[src/rtl/mul4s_rr_arbiter.sv]
`default_nettype none
// ============================================================================
//  Module   : mul4s_rr_arbiter
//  Purpose  : Shares one combinational signed 4x4 multiplier among NUM_REQ
//             requesters. A round-robin arbiter picks one operand pair per
//             cycle. The 8-bit signed product leaves through a registered
//             valid/ready result channel and is tagged with the requester
//             index.
//  Ports    : clk, rst                 clock, synchronous active-high reset
//             req_valid/req_ready      per-requester operand handshake
//             req_a/req_b              packed signed operands, 4 bits each
//             res_valid/res_ready      result handshake
//             res_out/res_id           signed product and requester index
//  Options  : MUL4S_ARB_PIPE_EN adds an operand register stage in front of
//             the multiplier, which makes the latency 2 cycles.
//  Revision : 1.0  initial release
// ============================================================================

// Exact signed 4b x 4b -> 8b multiplier core.
module mul4s_core (
    input  logic [3:0] i_a,
    input  logic [3:0] i_b,
    output logic [7:0] o_p
);
    // Both operands are sign-extended to 8 bits so that the multiply is
    // evaluated at the full product width.
    assign o_p = $signed({{4{i_a[3]}}, i_a}) * $signed({{4{i_b[3]}}, i_b});
endmodule

module mul4s_rr_arbiter #(
    parameter int NUM_REQ = 4,
    parameter int ID_W    = 2
) (
    input  logic                 clk,
    input  logic                 rst,
    input  logic [NUM_REQ-1:0]   req_valid,
    output logic [NUM_REQ-1:0]   req_ready,
    input  logic [4*NUM_REQ-1:0] req_a,
    input  logic [4*NUM_REQ-1:0] req_b,
    output logic                 res_valid,
    input  logic                 res_ready,
    output logic [7:0]           res_out,
    output logic [ID_W-1:0]      res_id
);

    logic [ID_W-1:0] r_ptr;
    logic            r_res_valid;
    logic [7:0]      r_res_out;
    logic [ID_W-1:0] r_res_id;

    logic            w_found;
    logic [ID_W-1:0] w_gnt_idx;
    logic            w_free;
    logic            w_fire;
    logic [ID_W-1:0] w_ptr_next;
    logic [3:0]      w_gnt_a;
    logic [3:0]      w_gnt_b;
    logic [3:0]      w_core_a;
    logic [3:0]      w_core_b;
    logic [7:0]      w_prod;

    // ------------------------------------------------------------------
    // Round-robin search: first valid requester at or after r_ptr,
    // wrapping modulo NUM_REQ. r_ptr is always below NUM_REQ, so one
    // conditional subtraction is enough to wrap.
    // ------------------------------------------------------------------
    always_comb begin : p_search
        int idx;
        idx       = 0;
        w_found   = 1'b0;
        w_gnt_idx = '0;
        for (int k = 0; k < NUM_REQ; k++) begin
            idx = int'(r_ptr) + k;
            if (idx >= NUM_REQ) begin
                idx = idx - NUM_REQ;
            end
            if (!w_found && req_valid[idx]) begin
                w_found   = 1'b1;
                w_gnt_idx = ID_W'(idx);
            end
        end
    end

    assign w_fire     = w_found & w_free & ~rst;
    assign w_ptr_next = (w_gnt_idx == ID_W'(NUM_REQ - 1)) ? '0 : w_gnt_idx + 1'b1;
    assign w_gnt_a    = req_a[4*w_gnt_idx +: 4];
    assign w_gnt_b    = req_b[4*w_gnt_idx +: 4];

    // The grant vector is one-hot, and it is forced to zero during reset.
    always_comb begin
        req_ready = '0;
        if (w_fire) begin
            req_ready[w_gnt_idx] = 1'b1;
        end
    end

    mul4s_core u_core (
        .i_a (w_core_a),
        .i_b (w_core_b),
        .o_p (w_prod)
    );

    // Round-robin pointer: it moves only when a grant completes.
    always_ff @(posedge clk) begin
        if (rst) begin
            r_ptr <= '0;
        end else if (w_fire) begin
            r_ptr <= w_ptr_next;
        end
    end

`ifdef MUL4S_ARB_PIPE_EN
    // ------------------------------------------------------------------
    // Two-stage version. Stage 1 holds the granted operands. The result
    // register is loaded from stage 1 through the multiplier.
    // ------------------------------------------------------------------
    logic            r_s1_valid;
    logic [3:0]      r_s1_a;
    logic [3:0]      r_s1_b;
    logic [ID_W-1:0] r_s1_id;
    logic            w_s1_adv;

    assign w_s1_adv = ~r_res_valid | res_ready;
    assign w_free   = ~r_s1_valid | w_s1_adv;
    assign w_core_a = r_s1_a;
    assign w_core_b = r_s1_b;

    always_ff @(posedge clk) begin
        if (rst) begin
            r_s1_valid <= 1'b0;
            r_s1_a     <= '0;
            r_s1_b     <= '0;
            r_s1_id    <= '0;
        end else if (w_fire) begin
            r_s1_valid <= 1'b1;
            r_s1_a     <= w_gnt_a;
            r_s1_b     <= w_gnt_b;
            r_s1_id    <= w_gnt_idx;
        end else if (w_s1_adv) begin
            r_s1_valid <= 1'b0;
        end
    end

    always_ff @(posedge clk) begin
        if (rst) begin
            r_res_valid <= 1'b0;
            r_res_out   <= '0;
            r_res_id    <= '0;
        end else if (w_s1_adv) begin
            if (r_s1_valid) begin
                r_res_valid <= 1'b1;
                r_res_out   <= w_prod;
                r_res_id    <= r_s1_id;
            end else begin
                r_res_valid <= 1'b0;
            end
        end
    end
`else
    // ------------------------------------------------------------------
    // Single-stage version. The product of the granted pair is registered
    // directly. A drain and a new grant in the same cycle replace the
    // held result without a bubble.
    // ------------------------------------------------------------------
    assign w_free   = ~r_res_valid | res_ready;
    assign w_core_a = w_gnt_a;
    assign w_core_b = w_gnt_b;

    always_ff @(posedge clk) begin
        if (rst) begin
            r_res_valid <= 1'b0;
            r_res_out   <= '0;
            r_res_id    <= '0;
        end else if (w_fire) begin
            r_res_valid <= 1'b1;
            r_res_out   <= w_prod;
            r_res_id    <= w_gnt_idx;
        end else if (res_ready) begin
            r_res_valid <= 1'b0;
        end
    end
`endif

    assign res_valid = r_res_valid;
    assign res_out   = r_res_out;
    assign res_id    = r_res_id;

endmodule
`default_nettype wire

[config.mk]
export PLATFORM = sky130hd
export DESIGN_NAME = mul4s_rr_arbiter
export DESIGN_NICKNAME = d
export VERILOG_FILES = /design/src/rtl/mul4s_rr_arbiter.sv
export SDC_FILE = /design/constraint.sdc
export NUM_CORES = 1
export LEC_CHECK = 0
export CAP_MARGIN = 5
export CORE_ASPECT_RATIO = 0.8
export CORE_UTILIZATION = 46
export DETAILED_ROUTE_END_ITERATION = 10
export PLACE_DENSITY = 0.81
export SETUP_SLACK_MARGIN = 0.15
export SLEW_MARGIN = 25
export SYNTH_ARGS = -nofsm -noshare
export SYNTH_HDL_FRONTEND = slang
export SYNTH_SLANG_ARGS = --single-unit
[constraint.sdc]
create_clock -name clk -period 5.9 [get_ports clk]
set_input_delay 0.59 -clock clk [delete_from_list [all_inputs] [get_ports clk]]
set_output_delay 0.59 -clock clk [all_outputs]
set_load 0.02 [all_outputs]
==> results.yml <==
outcome:
  outcome: "complete, no violations"
cts:
  cts.sinks: 13
  hold_buffers: 0
  cts-root-buf: "clkbuf_8"
  cts_buffers: 3
  clk_latency_ps: 240
  cts_tree: "yes"
  clkSlewWorstSetupHoldPaths_ps: 50
  htreeDepth: 1
  clock_path_buffers: 2
grt:
  grt-ovfl-total: 0
  antenna_found_initial: 0
  grt_pass1_vias: 1346
  grt_use_total_pct: 21.94
  grt_pass1_wl_mm: 6.009
  grt_max_degree: 20
final_layout:
  area_growth_pct: 43.30
  fillers: 235
  antenna_cells: 0
  drive_above_1_share_pct: 14.85
  final_nets: 294
timing:
  grt_setup_unrepaired: "false"
  hold_viol_final: 0
  fmax_mhz: 181.2
  tightest_slew_ps: 600.8
  holdWs_ps: 491.0
  min_period_ps: 5518
  fin_ws_ps: 382.1
  tns_ps: 0
  finalMaxSlewViolations: 0
  relSlewSlack_pct: 59.73
  skew_ps: 2.533
  final-setup-viol-count: 0
  finalCritPeriodShare_pct: 93.52
floorplanning:
  die_x_um: 67.30
  fp.dieH_um: 54.24
  row_count: 18
  fp.coreArea_um2: 3176
  io-pin-count: 54
  dieArea_um2: 3650
  initial_utilization_pct: 49.41
power_and_ir_drop:
  seqPwrFrac_pct: 13.7
  clockPowerShare_pct: 7.7
  power_per_cell_area_nw_per_um2: 450.5
  p_comb_share_pct: 78.7
  p_sw_share_pct: 45.65
  vdd_drop_max_uv: 428.3
  power.total_mw: 1.013
  leakagePower_nw: 1.007
  intPower_mw: 0.5506
  switchingPower_mw: 0.4624
logic_synthesis:
  synth_warnings: 0
  synthArstFlopShare_pct: 0
  synth_edf_count: 0
  ys_ff_latch: 13
  ys.flop_type: "dfxtp_1"
  syn_area_per_cell_um2: 9.122
  synth_cells: 172
  synth_area_um2: 1569
  syn-num-nets: 236
  synth.distinct_cells: 43
  ys_seq_area_share_pct: 16.59
setup_path:
  critPathCaptureType: "flip-flop"
  path_class: "primary input to flip-flop"
  worstSetupStartpointType: "primary input"
  required_ps: 6060
  crit_fanout: 7
  arrival_ps: 5680
detailed_routing:
  wl_met3_um: 183
  wl_per_cell_um: 14.31
  via_per_inst: 5.245
  antenna_left: 0
  top_layer: "met4"
  vias: 1411
  wl_met2_mm: 1.828
  firstDrtPassIters: 4
  drt_wl_total_mm: 3.849
  drc: 0
  m1WireLength_mm: 1.817
  drtIter0Drc: 46
place:
  hpwl_mm: 3.134
  pre_cts_slack_ps: -91.06
  port_buffers: 53
  gp_congestion: 0.8212
min_path:
  hold_class: "flip-flop to flip-flop"
flow_run:
  cap_violations: 0
-- state kept, by name, summed over array words and instances (netlist names) --
name,cells
res_out,8
r_ptr,2
res_id,2
res_valid,1
-- layout make-up --
cell class	count	area, um2	share of cell area [%]
clock buffer	4	45.04	2.003
sequential	13	260.3	11.57
multi-input combinational	142	1269	56.43
timing repair buffer	57	565.5	25.15
tap	40	50.05	2.226
inverter	13	58.81	2.615
-- per-layer routing --
layer  vias to the layer above  global-route usage [%]
met3                         2                   3.750
li1                        714                       -
met2                        44                   40.33
met4                         0                   3.191
met1                       651                   27.52
met5                         -                       0
-- final timing paths --
check                           slack [ps]                 endpoint               startpoint  depth (start not counted)
worst max-delay path                   380  res_out[7]$_SDFFE_PP0P_             req_valid[0]                         19
worst min-delay path                   490  res_out[1]$_SDFFE_PP0P_  res_out[1]$_SDFFE_PP0P_                          2
worst max register to register         840  res_out[7]$_SDFFE_PP0P_    r_ptr[0]$_SDFFE_PP0P_                         18
worst min register to register         490  res_out[1]$_SDFFE_PP0P_  res_out[1]$_SDFFE_PP0P_                          2
-- what timing repair did --
action | 4_1_cts | 5_1_grt
resized for setup | 2 | 7
endpoints found under the setup margin | 1 | 1
setup buffers | 0 | 3
pin swaps | 1 | 5
cloned | 0 | 0
-- cells by family after synthesis --
kind of cell | Yosys count | share of synthesized area, %
AO/OA/AOI/OAI | 19 | 8.452
XOR/XNOR | 6 | 3.349
adder cells (fa/ha/maj) | 25 | 24.72
buffers and inverters | 17 | 4.545
flip-flops | 13 | 16.59
multiplexers | 18 | 11.96
AND/OR/NAND/NOR | 74 | 30.38
-- cell usage after synthesis, types with 2 or more instances --
library cell  instances  area, um2
inv_1                10      37.54
and2_1                4      25.02
dfxtp_1              13      260.3
or2_2                 3      18.77
a21o_1                2      15.01
nor2b_2               4      35.03
nor2b_1               5      31.28
clkbuf_1              3      11.26
xor2_1                2      17.52
nor4_1                5      31.28
nand3b_1             11      82.58
nor3_1                2      10.01
mux2_2                6      67.56
nand2_1              14      52.55
nand3_1               4      20.02
fa_1                 10      200.2
nand2b_1              3      18.77
ha_1                 15      187.7
o21ai_0               5      25.02
nor2_4                2      22.52
nor2_1               10      37.54
mux2i_1              12      120.1
xnor2_1               4      35.03
a21oi_1               3      15.01
a211oi_1              2      15.01
-- cells in the final DEF (no fill, tap or decap), types with 2 or more instances in the layout --
master,count
dlymetal6s2s_1,2
ha_1,15
clkdlybuf4s50_1,51
mux2_2,6
a21oi_1,2
nor2b_1,5
nor2_1,10
and2_1,4
inv_1,10
nand3b_1,11
mux2i_1,12
xor2_1,2
nand2_1,14
nand3_1,4
dfxtp_1,13
nand2b_1,3
or2_2,3
a211oi_1,2
o21ai_0,5
clkbuf_8,3
fa_1,9
nor2_4,2
nor2b_4,4
buf_4,4
xnor2_1,4
a21o_1,2
nor4_1,5
-- power by group through the flow --
stage                     Sequential, mW  Combinational, mW  Clock [mW]
after floorplan                    0.160              0.547           0
after global placement             0.138              0.748           0
after detailed placement           0.139              0.781           0
after CTS                          0.138              0.789      0.0784
after global routing               0.142              0.902      0.0837
final                              0.138              0.797      0.0778
-- metrics by stage --
stage,cell area (um2),util [%],cells
finish,2248,70.80,269
global route,2248,70.80,269
CTS,2195,69.11,266
detailed placement,2141,67.42,262
global placement,2141,67.42,262
floorplan,1569,-,172
-- worst max-delay path, cell delays in order --
cell and delay, ps:
clkdlybuf4s50_1 460, nor2b_4 170, nor4_4 350, nor2_4 130, buf_4 180, mux2i_1 110, mux2_2 310, or2_2 300
fa_1 530, fa_1 450, fa_1 550, inv_1 40, ha_1 220, fa_2 350, a21o_1 180, a21oi_2 140
xnor2_1 100, or4_4 420, o211ai_2 90
Note: power is estimated with default switching activity, not from simulation.
